===== src/rtl/demux1x4_behav.sv =====
// demux1x4_behav
// Byte-serial to 4-lane deserializer. Consecutive time slots of a byte
// stream are distributed to lanes 0..3. Each completed group of four slots
// is presented as a parallel word with per-lane valid bits and a one-cycle
// strobe. Lanes 0..2 are staged; lane 3 is taken straight from the input on
// the completing edge.
//
// Ports:
//   clk        rising-edge clock
//   reset      asynchronous, active-high; clears all state
//   in_data    serial byte for the current slot
//   in_valid   current slot carries a valid byte
//   in_align   current slot is lane 0; realigns the slot counter
//   out0..out3 lane bytes of the last completed group (0 when lane invalid)
//   valid      per-lane valid of the last completed group (bit k = lane k)
//   out_strobe one-cycle pulse when a new group is loaded
//   frame_cnt  number of groups emitted, modulo 256
module demux1x4_behav #(
  parameter int WIDTH = 8
) (
  input  logic             clk,
  input  logic             reset,
  input  logic [WIDTH-1:0] in_data,
  input  logic             in_valid,
  input  logic             in_align,
  output logic [WIDTH-1:0] out0,
  output logic [WIDTH-1:0] out1,
  output logic [WIDTH-1:0] out2,
  output logic [WIDTH-1:0] out3,
  output logic [3:0]       valid,
  output logic             out_strobe,
  output logic [7:0]       frame_cnt
);

  logic [1:0]       slot;
  logic [WIDTH-1:0] stage_d0, stage_d1, stage_d2;
  logic             stage_v0, stage_v1, stage_v2;
  logic             complete;

  // Realignment takes priority over completion at slot 3.
  assign complete = !in_align && (slot == 2'd3);

  always_ff @(posedge clk or posedge reset) begin
    if (reset) begin
      slot       <= '0;
      stage_d0   <= '0;
      stage_d1   <= '0;
      stage_d2   <= '0;
      stage_v0   <= 1'b0;
      stage_v1   <= 1'b0;
      stage_v2   <= 1'b0;
      out0       <= '0;
      out1       <= '0;
      out2       <= '0;
      out3       <= '0;
      valid      <= '0;
      out_strobe <= 1'b0;
      frame_cnt  <= '0;
    end else begin
      // Staging capture and slot advance.
      if (in_align) begin
        stage_d0 <= in_data;
        stage_v0 <= in_valid;
        stage_v1 <= 1'b0;
        stage_v2 <= 1'b0;
        slot     <= 2'd1;
      end else begin
        case (slot)
          2'd0: begin
            stage_d0 <= in_data;
            stage_v0 <= in_valid;
          end
          2'd1: begin
            stage_d1 <= in_data;
            stage_v1 <= in_valid;
          end
          2'd2: begin
            stage_d2 <= in_data;
            stage_v2 <= in_valid;
          end
          default: ; // lane 3 goes directly to the output
        endcase
        slot <= slot + 2'd1;
      end

      // Group output; invalid lanes are forced to zero.
      if (complete) begin
        out0       <= stage_v0 ? stage_d0 : '0;
        out1       <= stage_v1 ? stage_d1 : '0;
        out2       <= stage_v2 ? stage_d2 : '0;
        out3       <= in_valid ? in_data  : '0;
        valid      <= {in_valid, stage_v2, stage_v1, stage_v0};
        out_strobe <= 1'b1;
        frame_cnt  <= frame_cnt + 8'd1;
      end else begin
        out_strobe <= 1'b0;
      end
    end
  end

endmodule


===== config.mk =====
export PLATFORM = sky130hd
export DESIGN_NAME = demux1x4_behav
export DESIGN_NICKNAME = d
export VERILOG_FILES = /design/src/rtl/demux1x4_behav.sv
export SDC_FILE = /design/constraint.sdc
export NUM_CORES = 1
export LEC_CHECK = 0
export BUFFER_PORTS_ARGS = -buffer_cell sky130_fd_sc_hd__buf_2
export CORE_MARGIN = 1.5
export CORE_UTILIZATION = 54
export CTS_CLUSTER_SIZE = 8
export DETAILED_ROUTE_END_ITERATION = 12
export PLACE_DENSITY = 0.88
export RECOVER_POWER = 25
export SLEW_MARGIN = 10
export SYNTH_ARGS = -nofsm -noshare
export SYNTH_HDL_FRONTEND = slang
export SYNTH_SLANG_ARGS = --single-unit

===== constraint.sdc =====
create_clock -name clk -period 2.9 [get_ports clk]
set_input_delay 0.58 -clock clk [delete_from_list [all_inputs] [get_ports clk]]
set_output_delay 0.58 -clock clk [all_outputs]
set_load 0.1 [all_outputs]

======== Yosys cells after proc, flatten, opt, wreduce, memory -nomap -nowiden ========
Cells that the tools add are included.
storage, ports and cells
  input bits .............................. 12
  bits in registers ....................... 74
  logic and storage cells ................. 42
  output and inout port bits .............. 45
operators by class
  eq/ne operators ......................... 3
  reduce and logical (&&, ||, !) cells .... 8
  $add $sub $neg .......................... 2
  multiplexer cells ....................... 14
  bitwise gates (word level) .............. 1
operators with widths
  cell                 count
  $mux 8               6
  $add 8x1->8 const B  1
  $mux 1               7
  $reduce_bool 2->1    3
  $eq 2x2->1 const B   2
  $reduce_and 2->1     2
  $add 2x1->2 const B  1
  $eq 2x1->1 const B   1
  $logic_not 2->1      1
  $mux 2               1
  $logic_and 1x1->1    1
  $logic_not 1->1      1
  $not 1->1            1

======== Longest topological paths before layout ========
Gate-level depths: netlist of the first run.
  word-level depth ........................ 3
  gate-level depth with buffers ........... 6
  gate-level depth less buffers ........... 5

======== Least setup slack after synthesis of the first run ========
Ideal clock, no wire load.
  kind .................................... reg2reg
  start point ............................. register frame_cnt[3]
  end point ............................... register frame_cnt[5]
  library setup time ...................... 159 ps
  buffers on the path ..................... 0
  required time ........................... 2741 ps
  setup slack ............................. 1129 ps
  data arrival time ....................... 1612 ps
  stages on the path, launching flop included .. 4
  period minus slack after synthesis ...... 1771 ps
  cell sequence ........................... dfrtp_1 and4b_1 nand4_1 xnor2_1
on the way
  longest elaborated chain between the ends .. 1
RTL lines
  item                      RTL line  RTL
  start: declaration        32        output logic [7:0] frame_cnt
  start signal: assignment  94        frame_cnt <= frame_cnt + 8'd1;
  $add 8x1->8               94
No other way between the ends.
A chain may end at the register's enable or synchronous reset.

======== Worst setup path in the final report of the first run ========
  start point ............................. register frame_cnt[0]
  end point ............................... output frame_cnt[0]
No word-level cell between the ends.

==> results.rst, run 1 <==
.. list-table::
   :header-rows: 1

   * - Metric
     - Value
   * - Status
     - finished clean
   * - Critical path data arrival time
     - 1.29 ns
   * - Avg Synthesized Cell Area
     - between 10 and 15 um2
   * - Synthesized instance count
     - 259
   * - Via-to-Cell Ratio
     - 5.229
   * - Final WL
     - just over 6 mm
   * - Global-route wire length before repair
     - 10.37 mm
   * - Insertion delay to the later sink of the worst-skew pair
     - 0.35 ns
   * - Switching share of power
     - 0.4224
   * - Critical-path maximum fanout
     - 6
   * - Die width
     - just under 80 um
   * - Layout cells sized above 1
     - 0.3239
   * - Final slew viol count
     - 0
   * - Sequential share of the synthesized area
     - 0.6229
   * - Design Power
     - around 3.7 mW
   * - Initial antenna violation count
     - 0
   * - Tightest Pin Transition
     - 1.381 ns
   * - Internal power summed over all cells
     - 2.124 mW
   * - Leakage Power
     - a little under 2 nW
   * - Critical-path cell list
     - buf_2
   * - Source of the worst hold timing path
     - frame_cnt[7]$_DFFE_PP0P_
   * - Number of post-CTS setup repair buffers
     - 0
   * - Number of nets with antenna violations after routing
     - 0
   * - Starting DRT DRC Count
     - between 200 and 250
   * - Clk pin slew, worst setup/hold paths
     - 0.07 ns
   * - Net switching power
     - ~1.6 mW
   * - Endpoint kind of the worst setup timing path
     - output port
   * - Yosys warnings
     - 0
   * - Inserted Clock Buffers
     - 9
   * - Number of max-cap violations
     - 0
   * - Most numerous cell in the Yosys netlist
     - nand2_1
   * - # nets final
     - 330
   * - Clock buffer depth
     - 2
   * - Slew margin rel.
     - 0.07834
   * - Final worst clock skew
     - approximately 0.012 ns
   * - Clock tree from TritonCTS
     - built
   * - Period utilization
     - 0.6438
   * - Diode insertion count for antenna repair
     - 0
   * - Port bufs
     - 56
   * - Number of gates resized after cts
     - 0
   * - DRC
     - 0
   * - Data required time of the worst path
     - about 2.3 ns
   * - Register share of total power
     - 0.372
   * - Die outline area
     - 5959 um2
   * - Combined buffer and inverter count along the critical path
     - 1
   * - Register-to-Register Setup Slack
     - 1.04 ns
   * - Maximum number of pins on one net before global-route repair
     - 40
   * - Share of the synthesized area in the top cell type
     - 0.6229
   * - Crit Path Class
     - reg2out
   * - Pre-Repair DR Iteration Count
     - 4
   * - Number of sinks on the clock net
     - 74
   * - Endpoint, Worst Hold
     - frame_cnt[7]$_DFFE_PP0P_
   * - Number of filler instances in the final layout
     - approximately 380
   * - Destination of the worst register-to-register timing path
     - stage_d2[4]$_DFFE_PP0P_
   * - Final setup violation count
     - 0
   * - Area of the core
     - ~5200 um2
   * - R2R cell count
     - 4
   * - Commonest cells in the netlist
     - nand2_1, dfrtp_1, nand3_1, mux2_2, xnor2_1
   * - Synthesized net count
     - 276
   * - Cell family with the largest share of critical-path delay
     - buffers and inverters
   * - Buffer cell driving the clock tree root
     - clkbuf_8
   * - Synth area leaders
     - dfrtp_1, nand2_1, mux2_2
   * - Power share of the combinational group
     - 0.342
   * - Layout overhead on the synthesized area
     - 18.98%
   * - Synth cell types
     - 23
   * - Gpl congestion
     - slightly below 0.8
   * - Number of cells traversed by the worst hold path
     - 1
   * - Final Critical Period
     - 1.867 ns
   * - Number of failing hold endpoints at the final stage
     - 0
   * - Power per cell area
     - 1040 nW/um2
   * - Critical Path Start Type
     - register
   * - Number of vias after detailed routing
     - slightly above 2000
   * - CTS H-Tree Depth
     - 3
   * - Total of flip-flops plus latches after synthesis
     - 74
   * - Clk network pwr share
     - 0.286
   * - Vias in the first global route
     - around 2000
   * - Maximum achievable frequency
     - ~0.54 GHz
   * - Drt wl/cell
     - 15.78 um
   * - Overall Global Routing Usage
     - 0.2300
   * - Slowest cell delay on critical path
     - between 0.4 and 0.5 ns
   * - Slowest stage cell on the critical path
     - buf_2
   * - Peak supply drop
     - 0.5306 mV
   * - Ports placed on the boundary
     - 57
   * - Sum of overflow across all layers after global routing
     - 0
   * - CTS Hold Bufs
     - 0
   * - Number of flops mapped to enable cells by yosys
     - 0
   * - Launching point of the worst reg2reg path
     - slot[0]$_DFF_PP0_
   * - Starting Density
     - 0.5712
   * - Path type of the worst min-delay path
     - reg2reg
   * - Synth Cell Area
     - a little under 3000 um2
   * - Area leader, netlist
     - dfrtp_1
   * - Most frequently used flop master after synthesis
     - dfrtp_1
   * - Setup repair after global routing missed its margin
     - no
   * - Share of flip-flops with an asynchronous set or reset
     - 1.000
   * - Overall die height
     - around 77 um
   * - HPWL Detailed
     - around 4.1 mm
   * - Total negative setup slack
     - 0 ns
   * - Number of placement rows
     - 26
## how the worst max path moves through the flow
stage                     cells after the start                     start  slack [ns]                        to
after detailed placement                      6                  in_align        0.86       out2[0]$_DFFE_PP0P_
after floorplan                               1                     reset        0.44  frame_cnt[0]$_DFFE_PP0P_
after global routing                          6         slot[0]$_DFF_PP0_        0.88       out2[0]$_DFFE_PP0P_
after global placement                        6                  in_align        0.90       out2[0]$_DFFE_PP0P_
after CTS                                     1  frame_cnt[0]$_DFFE_PP0P_        1.03              frame_cnt[0]
final                                         1  frame_cnt[0]$_DFFE_PP0P_        1.03              frame_cnt[0]
## power groups by stage
stage                     combinational, mW  sequential, mW  clock, mW
after detailed placement               1.26            1.38          0
after global placement                 1.24            1.37          0
final                                  1.26            1.37       1.05
after global routing                   1.31            1.40       1.11
after floorplan                       0.254            2.18          0
after CTS                              1.27            1.37       1.06
## sequential cells by signal, indices dropped and copies added, names as in the netlist
register / count
frame_cnt: 8
out0: 8
out1: 8
out2: 8
out3: 8
out_strobe: 1
slot: 2
stage_d0: 8
stage_d1: 8
stage_d2: 8
stage_v0: 1
stage_v1: 1
stage_v2: 1
valid: 4
## cells by family (layout without fill, tap and decap cells)
kind of cell	count (synthesis)	after routing	share of synthesized area
AND/OR/NAND/NOR	127	127	0.1940
flip-flops	74	74	0.6229
multiplexers	27	27	0.1014
buffers and inverters	19	78	0.03745
XOR/XNOR	7	7	0.02315
adder cells (fa/ha/maj)	5	5	0.02104
## stage by stage
stage	cell area [um2]	hold slack, ns	util	setup WS [ns]	cells
floorplan	2973	0.4608	-	0.4384	259
global placement	3272	0.4492	0.6286	0.9007	372
detailed placement	3272	0.4569	0.6286	0.8638	372
CTS	3538	0.3850	0.6798	1.030	388
global route	3537	0.4995	0.6796	0.8798	388
finish	3537	0.4659	0.6796	1.033	388
## cell type report
class,instances,area (um2),share of cell area
well taps,70,87.58,0.02476
multi-input cells,166,1010,0.2855
clock inverters,5,125.1,0.03537
repair buffers,58,306.5,0.08666
flip-flops and latches,74,1852,0.5235
inverters,4,15.01,0.004245
clock buffers,11,141.4,0.03997
## cells in the final DEF, fill, tap and decap left out
master and instances:
and3_1 1, and4b_1 1, buf_12 1, buf_2 55, buf_4 1, bufinv_16 4
clkbuf_1 2, clkbuf_8 10, clkinv_2 1, dfrtp_1 74, ha_1 5, inv_1 3
inv_2 1, mux2_2 25, mux2i_1 2, nand2_1 81, nand2b_1 1, nand2b_4 2
nand3_1 32, nand4_1 3, nand4_2 1, nor2_1 2, nor2_4 1, nor2b_1 2
xnor2_1 6, xnor2_2 1
## per-layer routing
metal  global-route usage  vias to the layer above  routed length [um]
met5                    0                        -                   0
met4               0.1073                        0                 144
met3              0.04405                       15                 249
met2               0.3632                       61                3110
met1               0.3078                      997                2618
li1                     -                      956                   -
Note: power is estimated with default switching activity, not from simulation.
==> run 2: changes to the inputs <==
--- a/config.mk
+++ b/config.mk
@@ -5,12 +5,13 @@
 export SDC_FILE = /design/constraint.sdc
 export NUM_CORES = 1
 export LEC_CHECK = 0
+export ABC_AREA = 1
 export BUFFER_PORTS_ARGS = -buffer_cell sky130_fd_sc_hd__buf_2
 export CORE_MARGIN = 1.5
-export CORE_UTILIZATION = 54
+export CORE_UTILIZATION = 49
 export CTS_CLUSTER_SIZE = 8
 export DETAILED_ROUTE_END_ITERATION = 12
-export PLACE_DENSITY = 0.88
+export PLACE_DENSITY = 0.85
 export RECOVER_POWER = 25
 export SLEW_MARGIN = 10
 export SYNTH_ARGS = -nofsm -noshare
==> constraint.sdc (replaced) <==
create_clock -name clk -period 1.51 [get_ports clk]
set_input_delay 0.302 -clock clk [delete_from_list [all_inputs] [get_ports clk]]
set_output_delay 0.302 -clock clk [all_outputs]
set_load 0.1 [all_outputs]
==> results.rst, run 2 <==
.. list-table::
   :header-rows: 1

   * - Metric
     - Value
   * - Status
     - finished clean (unchanged)
   * - Synth Area in XOR/XNOR
     - 0.01204 (was 0.02315)
   * - Critical path data arrival time
     - 1.18 ns (was 1.29 ns)
   * - Combined buffer and inverter count along the critical path
     - 1 (unchanged)
   * - Area of the core
     - 5608 um2 (was 5205 um2)
   * - Starting Density
     - 0.5187 (was 0.5712)
   * - Period utilization
     - 0.9788
   * - Critical-path cell list
     - buf_2 (unchanged)
   * - Critical Path Start Type
     - register (unchanged)
   * - Path type of the worst min-delay path
     - in2reg (was reg2reg)
   * - Yosys warnings
     - 0 (unchanged)
   * - Inserted Clock Buffers
     - 9 (unchanged)
   * - Clk network pwr share
     - 0.254 (was 0.286)
   * - Slew margin rel.
     - 0.4463 (was 0.07834)
   * - Global-route wire length before repair
     - 10.16 mm (was 10.37 mm)
   * - Number of placement rows
     - 27 (was 26)
   * - Register share of total power
     - 0.401 (was 0.372)
   * - Launching point of the worst reg2reg path
     - slot[0]$_DFF_PP0_ (unchanged)
   * - Area fraction in and, or, nand and nor cells after synthesis
     - 0.1725 (was 0.1940)
   * - Number of max-cap violations
     - 0 (unchanged)
   * - Maximum number of pins on one net before global-route repair
     - 44 (was 40)
   * - Number of sinks on the clock net
     - 74 (unchanged)
   * - Net switching power
     - 2.803 mW (was 1.553 mW)
   * - Number of nets with antenna violations after routing
     - 0 (unchanged)
   * - Final worst clock skew
     - 0.005579 ns (was 0.01223 ns)
   * - Power per cell area
     - 1838 nW/um2 (was 1040 nW/um2)
   * - Destination of the worst register-to-register timing path
     - stage_v2$_DFFE_PP0P_ (was stage_d2[4]$_DFFE_PP0P_)
   * - Area used by multi-input combinational logic
     - 894.6 um2 (was 1010 um2)
   * - Maximum achievable frequency
     - ~0.68 GHz
   * - Clock tree from TritonCTS
     - built (unchanged)
   * - Leakage Power
     - 1.830 nW (was 1.922 nW)
   * - Data required time of the worst path
     - 1.21 ns (was 2.32 ns)
   * - Final critical-path setup slack
     - 0.03198 ns (was 1.033 ns)
   * - Clock buffer depth
     - 2 (unchanged)
   * - Synth area leaders
     - dfrtp_1, nand2_1, o21ai_0 (was dfrtp_1, nand2_1, mux2_2)
   * - Post-placement worst setup slack
     - 0.1316 ns (was 0.8638 ns)
   * - Layout cells sized above 1
     - 0.2372 (was 0.3239)
   * - Slowest stage cell on the critical path
     - buf_2 (unchanged)
   * - Final Critical Period
     - 1.478 ns
   * - Most frequently used flop master after synthesis
     - dfrtp_1 (unchanged)
   * - Insertion delay to the later sink of the worst-skew pair
     - 0.34 ns (was 0.35 ns)
   * - Share of the synthesized area in the top cell type
     - 0.6366 (was 0.6229)
   * - Non-filler cells, final
     - 443 (was 388)
   * - R2R cell count
     - 4 (unchanged)
   * - Layout overhead on the synthesized area
     - 20.30% (was 18.98%)
   * - Avg Synthesized Cell Area
     - 9.538 um2 (was 11.48 um2)
   * - Internal power summed over all cells
     - 3.630 mW (was 2.124 mW)
   * - Diode insertion count for antenna repair
     - 0 (unchanged)
   * - Final setup violation count
     - 0 (unchanged)
   * - CTS H-Tree Depth
     - 3 (unchanged)
   * - Ports placed on the boundary
     - 57 (unchanged)
   * - Port bufs
     - 56 (unchanged)
   * - Most numerous cell in the Yosys netlist
     - nand2_1 (unchanged)
   * - Slowest cell delay on critical path
     - 0.43 ns (was 0.48 ns)
   * - Tightest Pin Transition
     - 0.8260 ns (was 1.381 ns)
   * - Register-to-Register Setup Slack
     - 0.07 ns (was 1.04 ns)
   * - HPWL Detailed
     - 4.217 mm (was 4.052 mm)
   * - DRC
     - 0 (unchanged)
   * - Number of vias after detailed routing
     - 2222 (was 2029)
   * - # nets final
     - 383 (was 330)
   * - Final WL
     - 6.076 mm (was 6.122 mm)
   * - Most common cell after layout, fill and taps aside
     - nand2_1 (unchanged)
   * - Total negative setup slack
     - 0 ns (unchanged)
   * - Synth Cell Area
     - 2909 um2 (was 2973 um2)
   * - Die outline area
     - 6408 um2 (was 5959 um2)
   * - Buffer cell driving the clock tree root
     - clkbuf_8 (unchanged)
   * - Cell family with the largest share of critical-path delay
     - buffers and inverters (unchanged)
   * - Crit path launch
     - frame_cnt[2]$_DFFE_PP0P_ (was frame_cnt[0]$_DFFE_PP0P_)
   * - Number of failing hold endpoints at the final stage
     - 0 (unchanged)
   * - Final design instance area without fill
     - 3500 um2 (was 3537 um2)
   * - Overall Global Routing Usage
     - 0.2124 (was 0.2300)
   * - Area leader, netlist
     - dfrtp_1 (unchanged)
   * - Dominant combinational cell family by area after synthesis
     - simple AND/OR/NAND/NOR gates (unchanged)
   * - Multiplexer share of the synthesized area
     - 0 (was 0.1014)
   * - Via-to-Cell Ratio
     - 5.016 (was 5.229)
   * - Gpl congestion
     - 0.8032 (was 0.7841)
   * - Logic depth of the worst path, buffers included
     - 1 (unchanged)
   * - Compound-gate portion of the synthesized area
     - 0.1015 (was 0)
   * - Sequential share of the synthesized area
     - 0.6366 (was 0.6229)
   * - Number of flops mapped to enable cells by yosys
     - 0 (unchanged)
   * - Most frequent cells in the layout
     - nand2_1, dfrtp_1, o21ai_0 (was nand2_1, dfrtp_1, buf_2)
   * - Total of flip-flops plus latches after synthesis
     - 74 (unchanged)
   * - Drt wl/cell
     - 13.72 um (was 15.78 um)
   * - Power share of the combinational group
     - 0.345 (was 0.342)
   * - Initial antenna violation count
     - 0 (unchanged)
   * - Final slew viol count
     - 0 (unchanged)
   * - Synthesized net count
     - 322 (was 276)
   * - Pre-Repair DR Iteration Count
     - 4 (unchanged)
   * - Clk pin slew, worst setup/hold paths
     - 0.07 ns (about the same)
   * - Combined flip-flop and latch cell area
     - 1864 um2 (was 1852 um2)
   * - Share of flip-flops with an asynchronous set or reset
     - 1.000 (unchanged)
   * - Overall die height
     - 80.05 um (was 77.20 um)
   * - End of the critical path
     - frame_cnt[2] (was frame_cnt[0])
   * - Setup repair after global routing missed its margin
     - no (unchanged)
   * - Number of filler instances in the final layout
     - 489 (was 383)
   * - DP Area
     - 3269 um2 (was 3272 um2)
   * - Endpoint kind of the worst setup timing path
     - output port (unchanged)
   * - Commonest cells in the netlist
     - nand2_1, dfrtp_1, o21ai_0, inv_1 (was nand2_1, dfrtp_1, nand3_1, mux2_2, xnor2_1)
   * - Critical-path maximum fanout
     - 4 (was 6)
   * - Sum of overflow across all layers after global routing
     - 0 (unchanged)
   * - Synthesized instance count
     - 305 (was 259)
   * - Cell Count Post-Placement
     - 426 (was 372)
   * - Starting DRT DRC Count
     - 166 (was 217)
   * - Crit Path Class
     - reg2out (unchanged)
   * - Synth cell types
     - 18 (was 23)
   * - Adder-cell area share of the yosys netlist
     - 0.02151 (was 0.02104)
   * - Vias in the first global route
     - 2207 (was 2009)
   * - Peak supply drop
     - 1.460 mV (was 0.5306 mV)
   * - Switching share of power
     - 0.4357 (was 0.4224)
   * - Die width
     - 80.05 um (was 77.20 um)
[run 2: changes by cell type after synthesis, sizes merged, moves of 3 or more]
cell	change
o21ai	+59
nand2	+35
nand3	-27
mux2	-25
inv	+19
xnor2	-5
nand4	-4
nor2	+4
nand2b	-3
[run 2: power by group through the flow]
stage / logic [mW] / clock network (mW) / registers (mW)
after CTS: 2.23 / 1.67 / 2.58
after global routing: 2.33 / 1.75 / 2.63
after global placement: 2.17 / 0 / 2.60
final: 2.22 / 1.63 / 2.58
after floorplan: 0.416 / 0 / 4.02
after detailed placement: 2.21 / 0 / 2.61
[run 2: logic make-up (layout without fill, tap and decap cells)]
group / count (synthesis) / in the layout
simple gates: 128 / 128
flops: 74 / 74
compound gates: 59 / 59
buf+inv: 35 / 101
fa+ha+maj: 5 / 5
xor+xnor: 4 / 4
[run 2: area by class of cell]
type                            instances  area share
Tap cell                               72     0.02574
Clock buffer                           11     0.03754
Inverter                               23     0.02503
Sequential cell                        74      0.5327
Timing Repair Buffer                   62      0.1008
Clock inverter                          5     0.02252
Multi-Input combinational cell        196      0.2556
[run 2: routing by layer]
layer | track usage | routed length [um] | share of wire | vias up
li1 | - | - | - | 1080
met1 | 0.2656 | 2691 | 0.44 | 1057
met2 | 0.3454 | 2944 | 0.48 | 70
met3 | 0.05114 | 291 | 0.048 | 15
met4 | 0.1034 | 148 | 0.024 | 0
met5 | 0 | 0 | 0 | -
[run 2: timing repair]
action	4_1_cts	5_1_grt
setup endpoints to repair	2	3
hold endpoints to repair	16	0
hold buffers	1	0
gates resized for setup	2	3
buffers inserted	0	0
[run 2: how the worst min path moves through the flow]
stage | depth (start not counted) | from | slack (ns) | end
2_1_floorplan | 1 | in_align | 0.37 | slot[1]$_DFF_PP0_
3_3_place_gp | 2 | reset | 0.32 | out1[3]$_DFFE_PP0P_
3_5_place_dp | 2 | reset | 0.32 | out1[7]$_DFFE_PP0P_
4_1_cts | 2 | in_align | 0.18 | slot[1]$_DFF_PP0_
5_1_grt | 2 | in_align | 0.19 | slot[1]$_DFF_PP0_
6_report | 2 | in_align | 0.19 | slot[1]$_DFF_PP0_
[run 2: through the flow]
step	power (mW)	util	hold WS, ns
6_report	6.433	0.6241	0.1905
5_1_grt	6.709	0.6241	0.1921
4_1_cts	6.481	0.6232	0.1784
3_5_place_dp	4.820	0.5830	0.3193
3_3_place_gp	4.770	0.5830	0.3194
2_1_floorplan	4.435	-	0.3672
